### config.mk
export PLATFORM = sky130hd
export DESIGN_NAME = fir_coeff_sequencer_flat
export DESIGN_NICKNAME = d
export VERILOG_FILES = /design/src/rtl/fir_coeff_sequencer_if.sv /design/src/rtl/fir_coeff_sequencer.sv /design/src/flat_wrapper.sv
export SDC_FILE = /design/constraint.sdc
export NUM_CORES = 1
export LEC_CHECK = 0
export ABC_CLOCK_PERIOD_IN_PS = 4500
export BUFFER_PORTS_ARGS = -buffer_cell sky130_fd_sc_hd__buf_4
export CAP_MARGIN = 20
export CORE_AREA = 2 2 67 69
export DETAILED_ROUTE_END_ITERATION = 10
export DIE_AREA = 0 0 69 71
export GPL_TIMING_DRIVEN = 0
export PLACE_DENSITY = 0.83
export SLEW_MARGIN = 10
export SYNTH_ARGS = -nofsm -noshare
export SYNTH_HDL_FRONTEND = slang
export SYNTH_SLANG_ARGS = --single-unit
### constraint.sdc
create_clock -name clk -period 4.5 [get_ports clk]
set_input_delay 0.45 -clock clk [delete_from_list [all_inputs] [get_ports clk]]
set_output_delay 0.45 -clock clk [all_outputs]
set_load 0.005 [all_outputs]
### src/rtl/fir_coeff_sequencer_if.sv
// Coefficient stream (cf_*) and coefficient-memory write port (coef_*) of the FIR coefficient sequencer.
// master = sequencer side, slave = coefficient source / memory side.
interface fir_coeff_sequencer_if #(
    parameter int NTAPS  = 64,
    parameter int COEF_W = 16
);
    localparam int AW = (NTAPS > 1) ? $clog2(NTAPS) : 1;

    logic              cf_valid;
    logic [COEF_W-1:0] cf_data;
    logic              cf_ready;
    logic              coef_we;
    logic [AW-1:0]     coef_addr;
    logic [COEF_W-1:0] coef_wdata;

    modport master (
        input  cf_valid, cf_data,
        output cf_ready, coef_we, coef_addr, coef_wdata
    );

    modport slave (
        output cf_valid, cf_data,
        input  cf_ready, coef_we, coef_addr, coef_wdata
    );
endinterface

### src/rtl/fir_coeff_sequencer.sv
// FIR coefficient reload sequencer: FLUSH -> RUN, with LOAD entered on load_start; all outputs registered.
// Coefficient writes appear one cycle after acceptance; cf_ready is high for every LOAD cycle, gaps in cf_valid stall the load.
module fir_coeff_sequencer #(
    parameter int NTAPS        = 64,
    parameter int COEF_W       = 16,
    parameter int FLUSH_CYCLES = 72,
    parameter int FRAME_LEN    = 256
) (
    input  logic                  clk,
    input  logic                  rst,
    input  logic                  load_start,
    input  logic                  abort,
    fir_coeff_sequencer_if.master bus,
    output logic                  fir_clr,
    output logic                  out_valid,
    output logic                  sof,
    output logic                  busy,
    output logic                  load_err
);
    localparam int AW = (NTAPS > 1) ? $clog2(NTAPS) : 1;
    localparam int FW = (FLUSH_CYCLES > 1) ? $clog2(FLUSH_CYCLES) : 1;
    localparam int SW = (FRAME_LEN > 1) ? $clog2(FRAME_LEN) : 1;

    typedef enum logic [1:0] {ST_FLUSH, ST_RUN, ST_LOAD} state_t;

    state_t            state_q, state_d;
    logic [FW-1:0]     flush_cnt_q, flush_cnt_d;
    logic [SW-1:0]     samp_cnt_q, samp_cnt_d;
    logic [AW-1:0]     word_cnt_q, word_cnt_d;
    logic              cf_ready_q, cf_ready_d;
    logic              coef_we_q, coef_we_d;
    logic [AW-1:0]     coef_addr_q, coef_addr_d;
    logic [COEF_W-1:0] coef_wdata_q, coef_wdata_d;
    logic              fir_clr_q, fir_clr_d;
    logic              out_valid_q, out_valid_d;
    logic              sof_q, sof_d;
    logic              busy_q, busy_d;
    logic              load_err_q, load_err_d;
    logic              accept;

    always_comb begin
        state_d      = state_q;
        flush_cnt_d  = flush_cnt_q;
        samp_cnt_d   = samp_cnt_q;
        word_cnt_d   = word_cnt_q;
        coef_we_d    = 1'b0;
        coef_addr_d  = coef_addr_q;
        coef_wdata_d = coef_wdata_q;
        load_err_d   = 1'b0;

        accept = bus.cf_valid && cf_ready_q;
        if (accept) begin
            coef_we_d    = 1'b1;
            coef_addr_d  = word_cnt_q;
            coef_wdata_d = bus.cf_data;
            word_cnt_d   = word_cnt_q + AW'(1);
        end

        case (state_q)
            ST_FLUSH: begin
                if (load_start) begin
                    state_d    = ST_LOAD;
                    word_cnt_d = '0;
                end else if (fir_clr_q) begin
                    // FLUSH with fir_clr still high only happens in the cycle reset is released;
                    // counting begins once the datapath clear has dropped.
                    flush_cnt_d = '0;
                end else if (flush_cnt_q == FW'(FLUSH_CYCLES - 1)) begin
                    state_d    = ST_RUN;
                    samp_cnt_d = '0;
                end else begin
                    flush_cnt_d = flush_cnt_q + FW'(1);
                end
            end
            ST_RUN: begin
                if (load_start) begin
                    state_d    = ST_LOAD;
                    word_cnt_d = '0;
                end else if (samp_cnt_q == SW'(FRAME_LEN - 1)) begin
                    samp_cnt_d = '0;
                end else begin
                    samp_cnt_d = samp_cnt_q + SW'(1);
                end
            end
            ST_LOAD: begin
                // Abort wins over a simultaneous load_start; a word accepted alongside it is still written.
                if (abort) begin
                    load_err_d  = 1'b1;
                    state_d     = ST_FLUSH;
                    flush_cnt_d = '0;
                end else if (accept && (word_cnt_q == AW'(NTAPS - 1))) begin
                    state_d     = ST_FLUSH;
                    flush_cnt_d = '0;
                end else if (load_start) begin
                    load_err_d = 1'b1;
                end
            end
            default: begin
                state_d     = ST_FLUSH;
                flush_cnt_d = '0;
            end
        endcase

        cf_ready_d  = (state_d == ST_LOAD);
        fir_clr_d   = (state_d == ST_LOAD);
        out_valid_d = (state_d == ST_RUN);
        sof_d       = (state_d == ST_RUN) && (samp_cnt_d == '0);
        busy_d      = (state_d != ST_RUN);
    end

    always_ff @(posedge clk or posedge rst) begin
        if (rst) begin
            state_q      <= ST_FLUSH;
            flush_cnt_q  <= '0;
            samp_cnt_q   <= '0;
            word_cnt_q   <= '0;
            cf_ready_q   <= 1'b0;
            coef_we_q    <= 1'b0;
            coef_addr_q  <= '0;
            coef_wdata_q <= '0;
            fir_clr_q    <= 1'b1;
            out_valid_q  <= 1'b0;
            sof_q        <= 1'b0;
            busy_q       <= 1'b1;
            load_err_q   <= 1'b0;
        end else begin
            state_q      <= state_d;
            flush_cnt_q  <= flush_cnt_d;
            samp_cnt_q   <= samp_cnt_d;
            word_cnt_q   <= word_cnt_d;
            cf_ready_q   <= cf_ready_d;
            coef_we_q    <= coef_we_d;
            coef_addr_q  <= coef_addr_d;
            coef_wdata_q <= coef_wdata_d;
            fir_clr_q    <= fir_clr_d;
            out_valid_q  <= out_valid_d;
            sof_q        <= sof_d;
            busy_q       <= busy_d;
            load_err_q   <= load_err_d;
        end
    end

    assign bus.cf_ready   = cf_ready_q;
    assign bus.coef_we    = coef_we_q;
    assign bus.coef_addr  = coef_addr_q;
    assign bus.coef_wdata = coef_wdata_q;
    assign fir_clr        = fir_clr_q;
    assign out_valid      = out_valid_q;
    assign sof            = sof_q;
    assign busy           = busy_q;
    assign load_err       = load_err_q;
endmodule
### src/flat_wrapper.sv
// flat-port wrapper written by rule: the top's interface ports become plain ports
module fir_coeff_sequencer_flat 
#(
    parameter int NTAPS        = 64,
    parameter int COEF_W       = 16,
    parameter int FLUSH_CYCLES = 72,
    parameter int FRAME_LEN    = 256
)
  (clk, rst, load_start, abort, fir_clr, out_valid, sof, busy, load_err, bus_cf_valid, bus_cf_data, bus_cf_ready, bus_coef_we, bus_coef_addr, bus_coef_wdata);
  fir_coeff_sequencer_if #(.NTAPS(NTAPS), .COEF_W(COEF_W)) bus_i ();
  input  logic clk;
  input  logic rst;
  input  logic load_start;
  input  logic abort;
  output logic fir_clr;
  output logic out_valid;
  output logic sof;
  output logic busy;
  output logic load_err;
  input wire logic [$bits(bus_i.cf_valid)-1:0] bus_cf_valid;
  input wire logic [$bits(bus_i.cf_data)-1:0] bus_cf_data;
  output wire logic [$bits(bus_i.cf_ready)-1:0] bus_cf_ready;
  output wire logic [$bits(bus_i.coef_we)-1:0] bus_coef_we;
  output wire logic [$bits(bus_i.coef_addr)-1:0] bus_coef_addr;
  output wire logic [$bits(bus_i.coef_wdata)-1:0] bus_coef_wdata;
  assign bus_i.cf_valid = bus_cf_valid;
  assign bus_i.cf_data = bus_cf_data;
  assign bus_cf_ready = bus_i.cf_ready;
  assign bus_coef_we = bus_i.coef_we;
  assign bus_coef_addr = bus_i.coef_addr;
  assign bus_coef_wdata = bus_i.coef_wdata;
  fir_coeff_sequencer #(.NTAPS(NTAPS), .COEF_W(COEF_W), .FLUSH_CYCLES(FLUSH_CYCLES), .FRAME_LEN(FRAME_LEN)) u_core (.clk(clk), .rst(rst), .load_start(load_start), .abort(abort), .bus(bus_i), .fir_clr(fir_clr), .out_valid(out_valid), .sof(sof), .busy(busy), .load_err(load_err));
endmodule
==> out/results.ini <==
[timing]
fin_worst_skew_ns=0.00992
finalCriticalPeriod_ns=1.94
slew_headroom_pct=64.8
rsz0062_at_grt=false
report.final.setup_viol=0
tns_ns=0
slew_violations=0
fmax_mhz=514
fin_ws_ns=2.56
finalHoldViolCount=0
min_period_over_period_pct=43.2
worstMarginPinSlew_ns=0.528

[detailed_routing]
vias_per_cell=5.48
drtPass1Iterations=4
remaining_drc_errors=0
dr_total_vias=1722
wl_um=4450
drt_iter0_markers=148
ant_nets=0
wl_per_cell_um=14.2

[placement]
pre_cts_ws_ns=2.57
portBuffers=49
place_inst=306
dp_hpwl_um=3220
gp_congestion=0.881

[power]
leakage_nw=1.37
total_power_mw=1.06
ir_drop_mv=0.358
power_density_nw_per_um2=363

[yosys]
synth_top_family_by_area=simple AND/OR/NAND/NOR gates
synth_compound_area_share_pct=12.8
synth_xor_area_share_pct=1.84
avgSynthCellArea_um2=11.6
ys_seq_area_share_pct=54.9
synth-simple-area-share_pct=15.3
synth.distinct_cells=46
syn_area_um2=2370
synthMuxAreaShare_pct=10.4
synthAdderAreaFrac_pct=1.58
ys_warn_count=0
synth-seq-cells=52
synthCells=204
syn_nets=228

[setup_path]
worstRegToRegCells=7
path_max_fanout=9
cp-start-kind=flop
crit_end=u_core.flush_cnt_q[5]
end_kind=flop
crit_start=u_core.word_cnt_q[0]
r2r-start=u_core.word_cnt_q[0]
crit_type=flop to flop
reg2reg_setup_slack_ns=2.56
arrival_ns=2.16
r2r-end=u_core.flush_cnt_q[5]
critPathRequiredTime_ns=4.72

[cells_and_area]
num-fill-cells=322
utilization_pct=69.4
final_common_cell=dfrtp_1
fin_cells=314
area_growth_pct=22.8
final_cell_mix=dfrtp_1, buf_4, mux2_2, nand2_1, o21ai_0
num-nets-final=285
diodes=0
drive_above_1_share_pct=38.2

[clocking]
clk_pin_slew_ns=0.09
cts_buffers=5
htreeDepth=2
cts_buffer_depth=2
root_buffer=clkbuf_8
clock_latency_ns=0.31
hold_buffers=0
clock-sinks=52
cts_tree=done
ctsResizeCount=0
post-cts-setup-buffer-count=0

[floorplan]
die_y_um=71
die_x_um=69
row_count=24
pin_count=50
coreArea_um2=4200
start_util_pct=56.5
dieArea_um2=4900

[hold_path]
hold_path_class=input pin to asynchronous set/reset pin

[grt]
grt_use_total_pct=20.3
grt_max_degree=36
grt_pass1_wl_um=7900
antenna_found_initial=0
grt_pass1_vias=1640
grt_overflow=0

[run]
cap_violations=0

[run_status]
status=complete, no violations

==> registers in the layout (all words and copies together), names as in the netlist <==
| register | count |
|---|---|
| u_core.fir_clr | 1 |
| u_core.word_cnt_q | 6 |
| u_core.bus.cf_ready | 1 |
| u_core.busy | 1 |
| u_core.state_q | 2 |
| u_core.load_err | 1 |
| u_core.out_valid | 1 |
| u_core.samp_cnt_q | 8 |
| u_core.bus.coef_addr | 6 |
| u_core.sof | 1 |
| u_core.bus.coef_wdata | 16 |
| u_core.bus.coef_we | 1 |
| u_core.flush_cnt_q | 7 |
==> routing by layer <==
metal	part of all wire [%]	vias to the layer above	GRT usage (%)
met1	45	822	28.4
met3	5.4	6	4.84
met2	47	49	31.0
li1	-	845	-
met4	1.8	0	8.28
met5	0	-	0
==> cell usage after synthesis (all sizes together) <==
master | count | area (um2)
nand2 | 15 | 56.3
o221ai | 1 | 15.0
xor2 | 2 | 17.5
xnor2 | 3 | 26.3
a22o | 1 | 8.76
a21o | 1 | 7.51
dfrtp | 50 | 1250
a221oi | 1 | 8.76
nor2b | 2 | 15.0
nor3b | 2 | 15.0
a21oi | 9 | 48.8
dfstp | 2 | 52.6
nand2b | 4 | 25.0
inv | 6 | 22.5
nor4b | 1 | 15.0
o21ai | 20 | 100
or2 | 2 | 12.5
nand3 | 10 | 60.1
and3 | 3 | 18.8
and4b | 1 | 10.0
nor2 | 13 | 48.8
buf | 4 | 31.3
mux2 | 22 | 248
ha | 3 | 37.5
a41oi | 1 | 8.76
o31ai | 6 | 73.8
clkbuf | 4 | 16.3
nor4 | 1 | 12.5
or3 | 2 | 12.5
a211oi | 1 | 7.51
nor4bb | 1 | 25.0
and4 | 1 | 8.76
clkinv | 1 | 5.00
a31oi | 4 | 25.0
and3b | 1 | 8.76
nand4 | 3 | 18.8
==> through the flow <==
| stage | cell area [um2] | hold WS [ns] |
|---|---|---|
| after floorplan | 2370 | 0.450 |
| after global placement | 2810 | 0.473 |
| after detailed placement | 2830 | 0.466 |
| after CTS | 2920 | 0.122 |
| after global routing | 2920 | 0.137 |
| final | 2920 | 0.121 |
==> worst max-delay path, cell delays in order, from the launching register on <==
cell and delay, ns:
dfrtp_1 0.41, ha_1 0.19, nand3_2 0.13, o31ai_4 0.31, nand3_2 0.21, or2_1 0.27, buf_6 0.14, o31ai_2 0.19
==> cell families after synthesis <==
kind of cell | Yosys count
AND/OR/NAND/NOR | 62
flip-flops | 52
AO/OA/AOI/OAI | 45
multiplexers | 22
buffers and inverters | 15
XOR/XNOR | 5
adder cells (fa/ha/maj) | 3
==> how the worst min path moves through the flow <==
| stage | from | to | slack (ns) |
|---|---|---|---|
| 3_5_place_dp | rst | u_core.out_valid | 0.47 |
| 2_1_floorplan | u_core.flush_cnt_q[6] | u_core.flush_cnt_q[6] | 0.45 |
| 3_3_place_gp | u_core.flush_cnt_q[6] | u_core.flush_cnt_q[6] | 0.47 |
| 6_report | rst | u_core.out_valid | 0.12 |
| 4_1_cts | rst | u_core.samp_cnt_q[4] | 0.12 |
| 5_1_grt | rst | u_core.out_valid | 0.14 |
==> area by class of cell <==
type / instances / area [um2] / share of cell area, %
Multi-Input combinational cell: 137 / 996 / 34.1
Sequential cell: 52 / 1300 / 44.7
Tap cell: 52 / 65.1 / 2.23
Clock inverter: 2 / 16.3 / 0.558
Inverter: 7 / 27.5 / 0.944
Clock buffer: 6 / 72.6 / 2.49
Buffer: 8 / 47.5 / 1.63
Timing Repair Buffer: 50 / 388 / 13.3
==> where the power goes <==
group | switching, mW | leakage (nW) | internal [mW] | total (mW)
registers | 0.0415 | 0.668 | 0.532 | 0.573
clock network | 0.152 | 0.0414 | 0.111 | 0.263
logic | 0.0885 | 0.657 | 0.135 | 0.223
Power figures use the tool's default switching activity.
